<file path="config.mk">
export PLATFORM = sky130hd
export DESIGN_NAME = yadan_spi_slave
export DESIGN_NICKNAME = d
export VERILOG_FILES = /design/src/rtl/yadan_spi_slave.sv
export SDC_FILE = /design/constraint.sdc
export NUM_CORES = 1
export LEC_CHECK = 0
export CORE_MARGIN = 2
export CORE_UTILIZATION = 48
export DETAILED_ROUTE_END_ITERATION = 6
export PLACE_DENSITY = 0.72
export SLEW_MARGIN = 10
export SYNTH_ARGS = -nofsm -noshare
export SYNTH_HDL_FRONTEND = slang
export SYNTH_SLANG_ARGS = --single-unit
</file>
<file path="constraint.sdc">
create_clock -name clk -period 4.1 [get_ports clk]
set_clock_uncertainty 0.1 [all_clocks]
set_input_delay 0.82 -clock clk [delete_from_list [all_inputs] [get_ports clk]]
set_output_delay 0.82 -clock clk [all_outputs]
set_load 0.05 [all_outputs]
</file>
<file path="src/rtl/yadan_spi_slave.sv">
// yadan_spi_slave: SPI mode-0 responder clocked entirely by the system clock.
// SCK/SCS/SDI are oversampled, received bytes shift in MSB-first, and
// transmit bytes come from a one-deep holding buffer.
//
// Handshake: a byte on tx_data is accepted on any clk edge where
// tx_valid && tx_ready; tx_ready is high exactly when the holding buffer is
// empty. rx_valid/tx_underrun/frame_end are single-cycle pulses with no
// backpressure.
module yadan_spi_slave #(
    parameter logic [7:0] FILL_BYTE = 8'hFF
) (
    input  logic       clk,
    input  logic       rst,
    input  logic       sck,
    input  logic       scs,
    input  logic       sdi,
    output logic       sdo,
    output logic       sdo_oe,
    input  logic [7:0] tx_data,
    input  logic       tx_valid,
    output logic       tx_ready,
    output logic [7:0] rx_data,
    output logic       rx_valid,
    output logic       tx_underrun,
    output logic       frame_end,
    output logic       busy
);

    localparam logic [0:0] ST_IDLE   = 1'b0;
    localparam logic [0:0] ST_ACTIVE = 1'b1;

    // Synchronizer stages: [0] and [1] are the two sync flops, [2] is the
    // edge-detect history for sck/scs. sdi is taken from stage [1] so it
    // lines up with the sck edge detected from the same stage.
    logic [2:0] sck_sync_q, scs_sync_q;
    logic [1:0] sdi_sync_q;

    // Counts cycles since reset so the synchronizer reset values are never
    // mistaken for a real high level on scs.
    logic [1:0] settle_q, settle_d;
    logic       armed_q, armed_d;

    logic [0:0] state_q, state_d;
    logic [2:0] bit_cnt_q, bit_cnt_d;
    logic [7:0] rx_shift_q, rx_shift_d;
    logic [7:0] tx_shift_q, tx_shift_d;
    logic       sdo_q, sdo_d;
    logic [7:0] rx_data_q, rx_data_d;
    logic       rx_valid_q, rx_valid_d;
    logic       tx_underrun_q, tx_underrun_d;
    logic       frame_end_q, frame_end_d;
    logic [7:0] buf_q, buf_d;
    logic       buf_full_q, buf_full_d;

    logic       sck_rise, sck_fall, scs_rise, scs_fall, sdi_s;
    logic       load_pt;
    logic [7:0] load_byte;

    assign sck_rise = sck_sync_q[1] & ~sck_sync_q[2];
    assign sck_fall = ~sck_sync_q[1] & sck_sync_q[2];
    assign scs_rise = scs_sync_q[1] & ~scs_sync_q[2];
    assign scs_fall = ~scs_sync_q[1] & scs_sync_q[2];
    assign sdi_s    = sdi_sync_q[1];

    // Bring the asynchronous pins into the clk domain.
    always_ff @(posedge clk) begin
        if (rst) begin
            sck_sync_q <= 3'b000;
            scs_sync_q <= 3'b111;
            sdi_sync_q <= 2'b00;
        end else begin
            sck_sync_q <= {sck_sync_q[1:0], sck};
            scs_sync_q <= {scs_sync_q[1:0], scs};
            sdi_sync_q <= {sdi_sync_q[0], sdi};
        end
    end

    // Arm only after a genuine post-reset high on scs has reached the
    // edge-detect stage, so a frame already in progress at reset is ignored.
    always_comb begin
        settle_d = (settle_q == 2'd3) ? settle_q : settle_q + 2'd1;
        armed_d  = armed_q | ((settle_q == 2'd3) & scs_sync_q[2]);
    end

    // Frame FSM, shift registers and transmit holding buffer.
    always_comb begin
        state_d       = state_q;
        bit_cnt_d     = bit_cnt_q;
        rx_shift_d    = rx_shift_q;
        tx_shift_d    = tx_shift_q;
        sdo_d         = sdo_q;
        rx_data_d     = rx_data_q;
        rx_valid_d    = 1'b0;
        tx_underrun_d = 1'b0;
        frame_end_d   = 1'b0;
        buf_d         = buf_q;
        buf_full_d    = buf_full_q;
        load_pt       = 1'b0;

        case (state_q)
            ST_IDLE: begin
                if (armed_q && scs_fall) begin
                    state_d   = ST_ACTIVE;
                    bit_cnt_d = 3'd0;
                    load_pt   = 1'b1;
                end
            end
            ST_ACTIVE: begin
                if (scs_rise) begin
                    // Partial byte and any unsent loaded byte are dropped.
                    state_d     = ST_IDLE;
                    frame_end_d = 1'b1;
                    sdo_d       = 1'b0;
                end else begin
                    if (sck_rise) begin
                        rx_shift_d = {rx_shift_q[6:0], sdi_s};
                        bit_cnt_d  = bit_cnt_q + 3'd1;
                        if (bit_cnt_q == 3'd7) begin
                            rx_data_d  = {rx_shift_q[6:0], sdi_s};
                            rx_valid_d = 1'b1;
                        end
                    end
                    if (sck_fall) begin
                        if (bit_cnt_q != 3'd0) begin
                            tx_shift_d = {tx_shift_q[6:0], 1'b0};
                            sdo_d      = tx_shift_q[6];
                        end else begin
                            load_pt = 1'b1;
                        end
                    end
                end
            end
            default: state_d = ST_IDLE;
        endcase

        load_byte = buf_full_q ? buf_q : FILL_BYTE;
        if (load_pt) begin
            tx_shift_d = load_byte;
            sdo_d      = load_byte[7];
            if (buf_full_q) begin
                buf_full_d = 1'b0;
            end else begin
                tx_underrun_d = 1'b1;
            end
        end

        // A write can only land while the buffer is empty, so it never
        // collides with a consuming load point.
        if (tx_valid && !buf_full_q) begin
            buf_full_d = 1'b1;
            buf_d      = tx_data;
        end
    end

    // State registers.
    always_ff @(posedge clk) begin
        if (rst) begin
            settle_q      <= 2'd0;
            armed_q       <= 1'b0;
            state_q       <= ST_IDLE;
            bit_cnt_q     <= 3'd0;
            rx_shift_q    <= 8'h00;
            tx_shift_q    <= 8'h00;
            sdo_q         <= 1'b0;
            rx_data_q     <= 8'h00;
            rx_valid_q    <= 1'b0;
            tx_underrun_q <= 1'b0;
            frame_end_q   <= 1'b0;
            buf_q         <= 8'h00;
            buf_full_q    <= 1'b0;
        end else begin
            settle_q      <= settle_d;
            armed_q       <= armed_d;
            state_q       <= state_d;
            bit_cnt_q     <= bit_cnt_d;
            rx_shift_q    <= rx_shift_d;
            tx_shift_q    <= tx_shift_d;
            sdo_q         <= sdo_d;
            rx_data_q     <= rx_data_d;
            rx_valid_q    <= rx_valid_d;
            tx_underrun_q <= tx_underrun_d;
            frame_end_q   <= frame_end_d;
            buf_q         <= buf_d;
            buf_full_q    <= buf_full_d;
        end
    end

    // busy is the FSM state itself, doubling as its observation point.
    assign busy        = (state_q == ST_ACTIVE);
    assign sdo_oe      = busy;
    assign sdo         = sdo_q;
    assign tx_ready    = ~buf_full_q;
    assign rx_data     = rx_data_q;
    assign rx_valid    = rx_valid_q;
    assign tx_underrun = tx_underrun_q;
    assign frame_end   = frame_end_q;

endmodule

</file>
==> impl_results.html, run 1 <==
<table>
<tr><th>Metric</th><th>Value</th></tr>
<tr><th colspan="2">Status</th></tr>
<tr><td>Result of the run</td><td>complete, no violations</td></tr>
<tr><th colspan="2">Clock network</th></tr>
<tr><td>Clock tree from TritonCTS</td><td>done</td></tr>
<tr><td>Clock Path Buffers</td><td>2</td></tr>
<tr><td>Post-cts resize count</td><td>0</td></tr>
<tr><td>CTS hold repair buffers</td><td>0</td></tr>
<tr><td>Clock slew at reported path FFs</td><td>80 ps</td></tr>
<tr><td>Root buffer cell</td><td>clkbuf_8</td></tr>
<tr><td>TritonCTS Buffers</td><td>5</td></tr>
<tr><td>Clk Latency, worst-skew pair</td><td>300 ps</td></tr>
<tr><td>Clock net sink count</td><td>50</td></tr>
<tr><td>Buffer count from post-CTS setup fixing</td><td>0</td></tr>
<tr><td>Clock H-tree levels</td><td>2</td></tr>
<tr><th colspan="2">Synthesis</th></tr>
<tr><td>Count of flip-flops with a built-in enable after synthesis</td><td>0</td></tr>
<tr><td>Unique masters post-synth</td><td>30</td></tr>
<tr><td>Synthesis Warnings</td><td>0</td></tr>
<tr><td>Part of the Yosys area used for sequential elements</td><td>50.7%</td></tr>
<tr><td>Synthesized area divided by synthesized cell count</td><td>between 9 and 10 um^2</td></tr>
<tr><td>Post-synthesis instance area</td><td>1970 um^2</td></tr>
<tr><td>Synth Net Count</td><td>232</td></tr>
<tr><td>Synthesized flop and latch total</td><td>50</td></tr>
<tr><td>Most common flop cell mapped by yosys</td><td>dfxtp_1</td></tr>
<tr><td>Synthesized instance count</td><td>214</td></tr>
<tr><td>Async set-or-reset flop fraction in the synthesized netlist</td><td>0%</td></tr>
<tr><th colspan="2">Critical path</th></tr>
<tr><td>Arrival time worst endpoint</td><td>1770 ps</td></tr>
<tr><td>Critical path startpoint category</td><td>flop</td></tr>
<tr><td>Reg2Reg Setup Slack</td><td>1900 ps</td></tr>
<tr><td>CP Data Required Time</td><td>3180 ps</td></tr>
<tr><td>Class of the most critical setup path</td><td>reg2out</td></tr>
<tr><td>Cell family contributing the most delay on the critical path</td><td>buffers and inverters</td></tr>
<tr><td>Count of buffering cells on the critical path with inverters included</td><td>1</td></tr>
<tr><td>Cells along the critical path</td><td>clkdlybuf4s50_1</td></tr>
<tr><td>Critical Path Sink Type</td><td>primary output</td></tr>
<tr><td>Cell with the largest stage delay on the worst path</td><td>clkdlybuf4s50_1</td></tr>
<tr><td>Top fanout value on the critical path</td><td>13</td></tr>
<tr><td>Max stage delay on crit path</td><td>880 ps</td></tr>
<tr><th colspan="2">STA</th></tr>
<tr><td>Post-route worst setup slack</td><td>1410 ps</td></tr>
<tr><td>Peak clock frequency supported by timing</td><td>372 MHz</td></tr>
<tr><td>Worst slew margin relative to its limit</td><td>a little over two fifths</td></tr>
<tr><td>Slew at the pin closest to its max-slew limit</td><td>852 ps</td></tr>
<tr><td>Final total negative setup slack</td><td>0 ps</td></tr>
<tr><td>Final setup violation count</td><td>0</td></tr>
<tr><td>Number of max-slew violations in the final report</td><td>0</td></tr>
<tr><td>Hold Fails Final Rpt</td><td>0</td></tr>
<tr><td>Final Critical Period</td><td>2690 ps</td></tr>
<tr><td>Fin crit share</td><td>approximately 65%</td></tr>
<tr><td>Setup repair after global routing missed its margin</td><td>no</td></tr>
<tr><th colspan="2">Die</th></tr>
<tr><td>Y dimension of the die</td><td>between 60 and 70 um</td></tr>
<tr><td>Horizontal die dimension</td><td>68.1 um</td></tr>
<tr><td>CORE AREA</td><td>3970 um^2</td></tr>
<tr><td>Effective utilization at floorplan</td><td>49.7%</td></tr>
<tr><td>Row count</td><td>23</td></tr>
<tr><td>Top-Level Pins</td><td>29</td></tr>
<tr><td>Area enclosed by the die boundary</td><td>4640 um^2</td></tr>
<tr><th colspan="2">Placed design</th></tr>
<tr><td>Worst slack after detailed placement</td><td>1520 ps</td></tr>
<tr><td>Final GP Congestion</td><td>just over 0.7</td></tr>
<tr><td>Port Buf Inserts</td><td>28</td></tr>
<tr><td>HPWL after DPL</td><td>approximately 2.4 mm</td></tr>
<tr><td>Area post-placement</td><td>2250 um^2</td></tr>
<tr><th colspan="2">Route</th></tr>
<tr><td>Via-per-instance ratio</td><td>just over 5</td></tr>
<tr><td>Initial drt markers</td><td>between 60 and 70</td></tr>
<tr><td>DR WL/cell</td><td>approximately 12 um</td></tr>
<tr><td>DR pass1 iterations</td><td>4</td></tr>
<tr><td>Number of remaining DRC errors</td><td>0</td></tr>
<tr><td>Total via count after detailed routing</td><td>between 1000 and 1500</td></tr>
<tr><td>DRT Wirelength</td><td>~3.5 mm</td></tr>
<tr><td>Residual antenna-violating net count after detailed routing</td><td>0</td></tr>
<tr><th colspan="2">Global route</th></tr>
<tr><td>All-layer global routing usage</td><td>16.2%</td></tr>
<tr><td>Wire length of the first global-routing pass</td><td>~5.5 mm</td></tr>
<tr><td>Number of antenna violations at the first check in global routing</td><td>0</td></tr>
<tr><td>Via count of the first global-routing pass</td><td>1230</td></tr>
<tr><td>Overall overflow remaining after global route</td><td>0</td></tr>
<tr><td>Largest net degree at the start of global routing</td><td>26</td></tr>
<tr><th colspan="2">Cells and area</th></tr>
<tr><td>Antenna fix cells</td><td>0</td></tr>
<tr><td>Number of nets in the finished design</td><td>254</td></tr>
<tr><td>Share of cells above drive strength 1</td><td>6.33%</td></tr>
<tr><td>Post-route design area</td><td>2350 um^2</td></tr>
<tr><td>Area growth from synthesis to layout</td><td>19.0%</td></tr>
<tr><td>Final Core Density</td><td>59.1%</td></tr>
<tr><th colspan="2">Hold path</th></tr>
<tr><td>Worst Hold Class</td><td>reg2reg</td></tr>
<tr><th colspan="2">Power</th></tr>
<tr><td>Final Power</td><td>~870 uW</td></tr>
<tr><td>Leakage power figure</td><td>1.04 nW</td></tr>
<tr><td>Total power per unit cell area</td><td>roughly 370 nW/um^2</td></tr>
<tr><td>Maximum VDD drop</td><td>0.000288 V</td></tr>
<tr><th colspan="2">Flow run</th></tr>
<tr><td>Max-cap violations</td><td>0</td></tr>
</table>
flip-flops by register name, summed over array words and instances, names as in the netlist, 2 cells and up:
| signal | count |
|---|---|
| sck_sync_q | 3 |
| rx_data | 8 |
| settle_q | 2 |
| rx_shift_q | 7 |
| sdi_sync_q | 2 |
| scs_sync_q | 3 |
| tx_shift_q | 7 |
| bit_cnt_q | 3 |
| buf_q | 8 |
synthesized netlist by cell type (4+ instances only):
cell      number  area, um^2
buf_2          5        25.0
clkbuf_1       7        26.3
a221o_1        6        60.1
inv_1          5        18.8
nand2_1       28         105
dfxtp_1       50        1000
a21oi_1       19        95.1
nor2_1        37         139
ha_1           4        50.1
mux2i_1       19         190
nor2b_1        9        56.3
path summary, 6_finish.rpt:
| path | start | end | cells past startpoint |
|---|---|---|---|
| hold reg to reg | scs_sync_q[0] | scs_sync_q[1] | 1 |
| setup reg to reg | busy | tx_shift_q[4] | 4 |
| setup / recovery | busy | sdo_oe | 1 |
| hold / removal | scs_sync_q[0] | scs_sync_q[1] | 1 |
through the flow:
step	instances	hold slack, ps
floorplan	214	289
global placement	279	293
detailed placement	279	292
CTS	287	312
global route	287	331
finish	287	312
kinds of logic after synthesis:
family          synth area share, %
fa+ha+maj                      2.54
compound gates                 10.5
flops                          50.7
simple gates                   21.6
mux                            9.64
buf+inv                        4.50
xor+xnor                      0.444
report_power, final:
group          total [mW]  internal, mW  switching [mW]
clock               0.291         0.136           0.156
combinational      0.0650        0.0292          0.0357
sequential          0.509         0.500         0.00926
total               0.866         0.665           0.201
cell type report:
class | instances | area (um^2)
timing repair buffer | 29 | 288
clock inverter | 2 | 12.5
multi-input combinational | 145 | 883
clock buffer | 6 | 82.6
inverter | 5 | 18.8
tap | 50 | 62.6
sequential | 50 | 1000
fill | 358 | 1620
layer usage:
| layer | vias up | share of wire [%] | global-route usage (%) |
|---|---|---|---|
| li1 | 754 | - | - |
| met1 | 662 | 47 | 19.8 |
| met2 | 38 | 46 | 26.3 |
| met3 | 4 | 5.5 | 4.93 |
| met4 | 0 | 1.5 | 6.75 |
| met5 | - | 0 | 0 |
layout by cell type (no fill, tap or decap):
master and count:
a21oi_1 19, a221o_1 6, a311oi_2 1, a31oi_1 1
and2_1 1, and3_1 2, and4b_1 1, and4bb_2 1
buf_4 1, clkbuf_8 6, clkdlybuf4s50_1 28, clkinv_2 1
clkinvlp_4 1, dfxtp_1 50, ha_1 4, inv_1 5
mux2i_1 19, nand2_1 28, nand2b_1 2, nand3_1 2
nand3b_4 1, nand4_1 2, nand4bb_1 1, nor2_1 37
nor2b_1 9, o21ai_0 2, o2bb2ai_1 1, o31ai_2 1
or2_2 2, or3_1 1, xor2_1 1
Power figures use the tool's default switching activity.
==> inputs of run 2 (changes only) <==
clock period = 2.6 ns   (was 4.1 ns; I/O delays follow)
==> impl_results.html, run 2 (same netlist as run 1, synthesis figures left out) <==
<table>
<tr><th>Metric</th><th>Value</th></tr>
<tr><th colspan="2">Clock network</th></tr>
<tr><td>Clock tree from TritonCTS</td><td>done</td></tr>
<tr><td>Post-cts resize count</td><td>0 (unchanged)</td></tr>
<tr><td>Root buffer cell</td><td>clkbuf_8</td></tr>
<tr><td>TritonCTS Buffers</td><td>5 (unchanged)</td></tr>
<tr><td>Clock slew at reported path FFs</td><td>90 ps (about the same)</td></tr>
<tr><td>CTS hold repair buffers</td><td>0 (unchanged)</td></tr>
<tr><td>Clock net sink count</td><td>50 (unchanged)</td></tr>
<tr><td>Clock Path Buffers</td><td>2 (unchanged)</td></tr>
<tr><td>Clock H-tree levels</td><td>2 (unchanged)</td></tr>
<tr><td>Clk Latency, worst-skew pair</td><td>300 ps (about the same)</td></tr>
<tr><td>Buffer count from post-CTS setup fixing</td><td>0 (unchanged)</td></tr>
<tr><th colspan="2">Route</th></tr>
<tr><td>DR WL/cell</td><td>12.1 um (-0.19%)</td></tr>
<tr><td>DRT Wirelength</td><td>3.54 mm (+1.2%)</td></tr>
<tr><td>Initial drt markers</td><td>117 (+89%)</td></tr>
<tr><td>Via-per-instance ratio</td><td>4.97 (-2.3%)</td></tr>
<tr><td>DR pass1 iterations</td><td>4 (unchanged)</td></tr>
<tr><td>Residual antenna-violating net count after detailed routing</td><td>0 (unchanged)</td></tr>
<tr><td>Total via count after detailed routing</td><td>1445 (-0.89%)</td></tr>
<tr><td>Routed length on met2</td><td>1.62 mm (+1.9%)</td></tr>
<tr><td>Number of remaining DRC errors</td><td>0 (unchanged)</td></tr>
<tr><td>Met1 Routed Length</td><td>1.74 mm (+4.8%)</td></tr>
<tr><td>DR top layer</td><td>met4</td></tr>
<tr><td>Met3 wire len</td><td>113 um (-41%)</td></tr>
<tr><th colspan="2">Status</th></tr>
<tr><td>Result of the run</td><td>complete, no violations</td></tr>
<tr><th colspan="2">Die</th></tr>
<tr><td>Horizontal die dimension</td><td>68.1 um (unchanged)</td></tr>
<tr><td>CORE AREA</td><td>3970 um^2 (unchanged)</td></tr>
<tr><td>Top-Level Pins</td><td>29 (unchanged)</td></tr>
<tr><td>Row count</td><td>23 (unchanged)</td></tr>
<tr><td>Area enclosed by the die boundary</td><td>4640 um^2 (unchanged)</td></tr>
<tr><td>Y dimension of the die</td><td>68.1 um (unchanged)</td></tr>
<tr><td>Effective utilization at floorplan</td><td>49.7% (unchanged)</td></tr>
<tr><th colspan="2">Critical path</th></tr>
<tr><td>CP Data Required Time</td><td>1980 ps (-1200 ps)</td></tr>
<tr><td>Class of the most critical setup path</td><td>reg2out</td></tr>
<tr><td>Top fanout value on the critical path</td><td>3 (-10)</td></tr>
<tr><td>Critical path startpoint category</td><td>flop</td></tr>
<tr><td>Critical Path Sink Type</td><td>primary output</td></tr>
<tr><td>Arrival time worst endpoint</td><td>1510 ps (-260 ps)</td></tr>
<tr><th colspan="2">Global route</th></tr>
<tr><td>Overall overflow remaining after global route</td><td>0 (unchanged)</td></tr>
<tr><td>Via count of the first global-routing pass</td><td>1338 (+8.8%)</td></tr>
<tr><td>Largest net degree at the start of global routing</td><td>25 (-3.8%)</td></tr>
<tr><td>Number of antenna violations at the first check in global routing</td><td>0 (unchanged)</td></tr>
<tr><td>Wire length of the first global-routing pass</td><td>5.74 mm (+3.7%)</td></tr>
<tr><td>All-layer global routing usage</td><td>16.6% (+0.46 points)</td></tr>
<tr><th colspan="2">STA</th></tr>
<tr><td>Peak clock frequency supported by timing</td><td>~470 MHz</td></tr>
<tr><td>Number of max-slew violations in the final report</td><td>0 (unchanged)</td></tr>
<tr><td>Final Critical Period</td><td>about 2100 ps</td></tr>
<tr><td>Slew at the pin closest to its max-slew limit</td><td>714 ps (-138 ps)</td></tr>
<tr><td>Setup repair after global routing missed its margin</td><td>no</td></tr>
<tr><td>Worst slew margin relative to its limit</td><td>52.1% (+8.9 points)</td></tr>
<tr><td>Min Hold Slack</td><td>313 ps (+1.62 ps)</td></tr>
<tr><td>Final setup violation count</td><td>0 (unchanged)</td></tr>
<tr><td>Hold Fails Final Rpt</td><td>0 (unchanged)</td></tr>
<tr><td>Final total negative setup slack</td><td>0 ps (unchanged)</td></tr>
<tr><td>Fin crit share</td><td>82.0%</td></tr>
<tr><th colspan="2">Cells and area</th></tr>
<tr><td>Leading cell types in the layout, fill and taps excluded</td><td>50 x dfxtp_1, 37 x nor2_1, 28 x nand2_1, 28 x clkdlybuf4s50_1</td></tr>
<tr><td>Leading cell type in the layout, fill and taps excluded</td><td>dfxtp_1</td></tr>
<tr><td>Share of cells above drive strength 1</td><td>7.88% (+1.6 points)</td></tr>
<tr><td>Count of placed standard cells in the final layout, fillers left out</td><td>291 (+1.4%)</td></tr>
<tr><td>Post-route design area</td><td>2370 um^2 (+1.1%)</td></tr>
<tr><td>Area growth from synthesis to layout</td><td>20.3%</td></tr>
<tr><td>Antenna fix cells</td><td>0 (unchanged)</td></tr>
<tr><td>Number of nets in the finished design</td><td>258 (+1.6%)</td></tr>
<tr><th colspan="2">Power</th></tr>
<tr><td>Total power per unit cell area</td><td>570 nW/um^2 (+55%)</td></tr>
<tr><td>Maximum VDD drop</td><td>0.000384 V (+34%)</td></tr>
<tr><td>Leakage power figure</td><td>1.06 nW (+1.5%)</td></tr>
<tr><td>Final Power</td><td>1.35 mW (+56%)</td></tr>
<tr><th colspan="2">Placed design</th></tr>
<tr><td>Area post-placement</td><td>2280 um^2 (+1.3%)</td></tr>
<tr><td>Port Buf Inserts</td><td>28 (unchanged)</td></tr>
<tr><td>HPWL after DPL</td><td>2.41 mm (+0.94%)</td></tr>
<tr><td>Final GP Congestion</td><td>0.794 (+9.1%)</td></tr>
<tr><td>Placed Cells incl. Taps</td><td>283 (+1.4%)</td></tr>
<tr><th colspan="2">Hold path</th></tr>
<tr><td>Worst Hold Class</td><td>reg2reg</td></tr>
<tr><th colspan="2">Flow run</th></tr>
<tr><td>Max-cap violations</td><td>0 (unchanged)</td></tr>
</table>
==> run 2: cell count changes in the layout (fill, tap and decap cells not counted) <==
cell      delta
buf_4        +4
clkbuf_8     -1
clkinv_4     +1
==> run 2: metrics by stage <==
stage	utilization, %	setup WS (ps)
finish	59.8	468
global route	59.8	423
CTS	59.8	456
detailed placement	57.5	656
global placement	57.5	672
floorplan	-	590
==> run 2: final cells by class <==
type                            count  area (um^2)
Inverter                            5         18.8
Clock inverter                      3         21.3
Timing Repair Buffer               33          318
Multi-Input combinational cell    145          883
Tap cell                           50         62.6
Fill cell                         364         1600
Sequential cell                    50         1000
Clock buffer                        5         68.8
==> run 2: where the power goes <==
| part | leakage [nW] | total [mW] | switching (mW) | internal, mW |
|---|---|---|---|---|
| clock | 0.0441 | 0.444 | 0.255 | 0.189 |
| combinational | 0.608 | 0.106 | 0.0569 | 0.0494 |
| sequential | 0.406 | 0.803 | 0.0145 | 0.789 |
| total | 1.06 | 1.35 | 0.327 | 1.03 |
==> run 2: path summary, 6_finish.rpt <==
path                                    start             to  slack (ps)  cells after the start
worst max-delay path               buf_full_q       tx_ready         470                      2
worst min-delay path            scs_sync_q[0]  scs_sync_q[1]         310                      1
worst max register to register           busy            sdo         770                      5
worst min register to register  scs_sync_q[0]  scs_sync_q[1]         310                      1
==> run 2: critical path, cell delays in order (launching register included) <==
cell	delay (ps)
dfxtp_1	350
inv_1	80
clkdlybuf4s50_1	790
==> run 2: layer usage <==
| layer | up-vias | global-route usage, % |
|---|---|---|
| met2 | 24 | 27.2 |
| met4 | 0 | 8.00 |
| met5 | - | 0 |
| li1 | 766 | - |
| met3 | 7 | 4.28 |
| met1 | 648 | 20.3 |
==> inputs of run 3 (changes only) <==
PLACE_DENSITY = 0.75   (was 0.72)
clock period = 1.8 ns   (was 2.6 ns; I/O delays follow)
==> impl_results.html, run 3 (same netlist as run 1, synthesis figures left out) <==
<table>
<tr><th>Metric</th><th>Value</th></tr>
<tr><th colspan="2">Cells and area</th></tr>
<tr><td>Leading cell types in the layout, fill and taps excluded</td><td>49 x dfxtp_1, 37 x nor2_1, 28 x nand2_1, 20 x buf_4</td></tr>
<tr><td>Number of nets in the finished design</td><td>262 (+1.6%)</td></tr>
<tr><td>Area growth from synthesis to layout</td><td>23.8%</td></tr>
<tr><td>Final Core Density</td><td>61.5% (+1.8 points)</td></tr>
<tr><td>Share of cells above drive strength 1</td><td>16.3% (+8.4 points)</td></tr>
<tr><td>Post-route design area</td><td>2440 um^2 (+3.0%)</td></tr>
<tr><td>Leading cell type in the layout, fill and taps excluded</td><td>dfxtp_1</td></tr>
<tr><td>Antenna fix cells</td><td>0 (unchanged)</td></tr>
<tr><th colspan="2">Die</th></tr>
<tr><td>Y dimension of the die</td><td>68.1 um (unchanged)</td></tr>
<tr><td>Top-Level Pins</td><td>29 (unchanged)</td></tr>
<tr><td>Area enclosed by the die boundary</td><td>4640 um^2 (unchanged)</td></tr>
<tr><td>Row count</td><td>23 (unchanged)</td></tr>
<tr><td>Horizontal die dimension</td><td>68.1 um (unchanged)</td></tr>
<tr><td>CORE AREA</td><td>3970 um^2 (unchanged)</td></tr>
<tr><td>Effective utilization at floorplan</td><td>49.7% (unchanged)</td></tr>
<tr><th colspan="2">Critical path</th></tr>
<tr><td>Class of the most critical setup path</td><td>reg2reg</td></tr>
<tr><td>CP Data Required Time</td><td>1940 ps (-40 ps)</td></tr>
<tr><td>Critical Path Sink Type</td><td>flop</td></tr>
<tr><td>Reg2Reg Setup Slack</td><td>160 ps (-610 ps)</td></tr>
<tr><td>Worst-case reg-to-reg path depth</td><td>6 (+1)</td></tr>
<tr><td>Arrival time worst endpoint</td><td>1780 ps (+270 ps)</td></tr>
<tr><td>R2R Path End</td><td>tx_shift_q[6]</td></tr>
<tr><td>Top fanout value on the critical path</td><td>7 (+4)</td></tr>
<tr><td>Startpoint of the most critical setup path</td><td>bit_cnt_q[0]</td></tr>
<tr><td>Crit path to</td><td>tx_shift_q[6]</td></tr>
<tr><td>Startpoint of the worst register-to-register path</td><td>bit_cnt_q[0]</td></tr>
<tr><td>Critical path startpoint category</td><td>flop</td></tr>
<tr><th colspan="2">Clock network</th></tr>
<tr><td>Clock slew at reported path FFs</td><td>90 ps (about the same)</td></tr>
<tr><td>TritonCTS Buffers</td><td>5 (unchanged)</td></tr>
<tr><td>Clock net sink count</td><td>50 (unchanged)</td></tr>
<tr><td>Root buffer cell</td><td>clkbuf_8</td></tr>
<tr><td>Clk Latency, worst-skew pair</td><td>300 ps (about the same)</td></tr>
<tr><td>Clock Path Buffers</td><td>2 (unchanged)</td></tr>
<tr><td>Clock tree from TritonCTS</td><td>done</td></tr>
<tr><td>Clock H-tree levels</td><td>2 (unchanged)</td></tr>
<tr><td>CTS hold repair buffers</td><td>0 (unchanged)</td></tr>
<tr><th colspan="2">Global route</th></tr>
<tr><td>Overall overflow remaining after global route</td><td>0 (unchanged)</td></tr>
<tr><td>All-layer global routing usage</td><td>16.8% (+0.20 points)</td></tr>
<tr><td>Number of antenna violations at the first check in global routing</td><td>0 (unchanged)</td></tr>
<tr><td>Via count of the first global-routing pass</td><td>1325 (-0.97%)</td></tr>
<tr><td>Largest net degree at the start of global routing</td><td>38 (+52%)</td></tr>
<tr><td>Wire length of the first global-routing pass</td><td>5.80 mm (+1.1%)</td></tr>
<tr><th colspan="2">Hold path</th></tr>
<tr><td>Worst Hold Class</td><td>reg2reg</td></tr>
<tr><th colspan="2">STA</th></tr>
<tr><td>Worst slew margin relative to its limit</td><td>75.9% (+24 points)</td></tr>
<tr><td>Hold Fails Final Rpt</td><td>0 (unchanged)</td></tr>
<tr><td>Setup repair after global routing missed its margin</td><td>no</td></tr>
<tr><td>Final total negative setup slack</td><td>0 ps (unchanged)</td></tr>
<tr><td>Number of max-slew violations in the final report</td><td>0 (unchanged)</td></tr>
<tr><td>Final setup violation count</td><td>0 (unchanged)</td></tr>
<tr><td>Fin crit share</td><td>between 90% and 100%</td></tr>
<tr><td>Peak clock frequency supported by timing</td><td>608 MHz</td></tr>
<tr><td>Final Critical Period</td><td>roughly 1600 ps</td></tr>
<tr><td>Min Hold Slack</td><td>312 ps (-1.17 ps)</td></tr>
<tr><td>Slew at the pin closest to its max-slew limit</td><td>360 ps (-353 ps)</td></tr>
<tr><td>Post-route worst setup slack</td><td>156 ps (-312 ps)</td></tr>
<tr><th colspan="2">Power</th></tr>
<tr><td>Share of total power in sequential cells</td><td>55.6% (-3.7 points)</td></tr>
<tr><td>Internal cell power</td><td>1.63 mW (+58%)</td></tr>
<tr><td>Net switching fraction of the power</td><td>21.9% (-2.2 points)</td></tr>
<tr><td>Share of total power in the clock network</td><td>36.6% (+3.8 points)</td></tr>
<tr><td>Gate power share</td><td>7.8% (about the same)</td></tr>
<tr><td>Leakage power figure</td><td>1.14 nW (+7.5%)</td></tr>
<tr><td>Total power per unit cell area</td><td>853 nW/um^2 (+50%)</td></tr>
<tr><td>Switching power</td><td>457 uW (+40%)</td></tr>
<tr><td>Maximum VDD drop</td><td>0.000504 V (+31%)</td></tr>
<tr><th colspan="2">Route</th></tr>
<tr><td>DRT Wirelength</td><td>3.43 mm (-3.0%)</td></tr>
<tr><td>DR WL/cell</td><td>11.6 um (-4.3%)</td></tr>
<tr><td>Via-per-instance ratio</td><td>5.06 (+1.9%)</td></tr>
<tr><td>Total via count after detailed routing</td><td>1492 (+3.3%)</td></tr>
<tr><td>Residual antenna-violating net count after detailed routing</td><td>0 (unchanged)</td></tr>
<tr><td>DR pass1 iterations</td><td>4 (unchanged)</td></tr>
<tr><td>Initial drt markers</td><td>124 (+6.0%)</td></tr>
<tr><td>Number of remaining DRC errors</td><td>0 (unchanged)</td></tr>
<tr><th colspan="2">Status</th></tr>
<tr><td>Result of the run</td><td>complete, no violations</td></tr>
<tr><th colspan="2">Placed design</th></tr>
<tr><td>HPWL after DPL</td><td>2.40 mm (-0.54%)</td></tr>
<tr><td>Worst slack after detailed placement</td><td>96.6 ps (-559 ps)</td></tr>
<tr><td>Final GP Congestion</td><td>0.809 (+1.8%)</td></tr>
<tr><td>Area post-placement</td><td>2330 um^2 (+2.0%)</td></tr>
<tr><td>Port Buf Inserts</td><td>28 (unchanged)</td></tr>
<tr><th colspan="2">Flow run</th></tr>
<tr><td>Max-cap violations</td><td>0 (unchanged)</td></tr>
</table>
==> run 3: routing by layer <==
layer	global-route usage [%]	routed length, um	up-vias	share of wire (%)
met3	5.43	143	5	4.2
met5	0	0	-	0
li1	-	-	779	-
met4	8.25	61	0	1.8
met2	27.8	1630	21	47
met1	19.6	1600	687	47
==> run 3: worst max-delay path: stages (launching register included) <==
cell and delay, ps:
dfxtp_1 330, inv_1 90, ha_1 150, nand2b_1 70
or3_4 380, a221o_1 340, a21oi_1 120
==> run 3: worst min-delay path by stage <==
stage | from | slack, ps | cells past startpoint | end
after floorplan | scs_sync_q[0] | 290 | 1 | scs_sync_q[1]
after global placement | scs_sync_q[0] | 290 | 1 | scs_sync_q[1]
after detailed placement | scs_sync_q[0] | 300 | 1 | scs_sync_q[1]
after CTS | scs_sync_q[0] | 320 | 1 | scs_sync_q[1]
after global routing | scs_sync_q[0] | 340 | 1 | scs_sync_q[1]
final | scs_sync_q[0] | 310 | 1 | scs_sync_q[1]
==> run 3: per-stage QoR <==
step                cells  power, mW
detailed placement    287       1.35
global placement      287       1.35
floorplan             214       1.28
CTS                   295       2.11
global route          295       2.18
finish                295       2.08
==> run 3: final cells by class <==
type	count	area, um^2
Clock buffer	5	68.8
Clock inverter	3	40.0
Fill cell	347	1530
Inverter	5	18.8
Multi-Input combinational cell	145	888
Sequential cell	50	1000
Tap cell	50	62.6
Timing Repair Buffer	37	360
==> run 3: power by group through the flow <==
stage | clock network, mW | registers [mW] | logic (mW)
2_1_floorplan | 0 | 1.18 | 0.0978
3_3_place_gp | 0 | 1.18 | 0.162
3_5_place_dp | 0 | 1.18 | 0.166
4_1_cts | 0.786 | 1.16 | 0.166
5_1_grt | 0.832 | 1.16 | 0.181
6_report | 0.763 | 1.16 | 0.162
==> run 3: repair_timing <==
| item | CTS | global route |
|---|---|---|
| hold endpoints to repair | 0 | 0 |
| endpoints found under the setup margin | 0 | 6 |
| gates resized for setup | 0 | 1 |
| setup buffers | 0 | 0 |
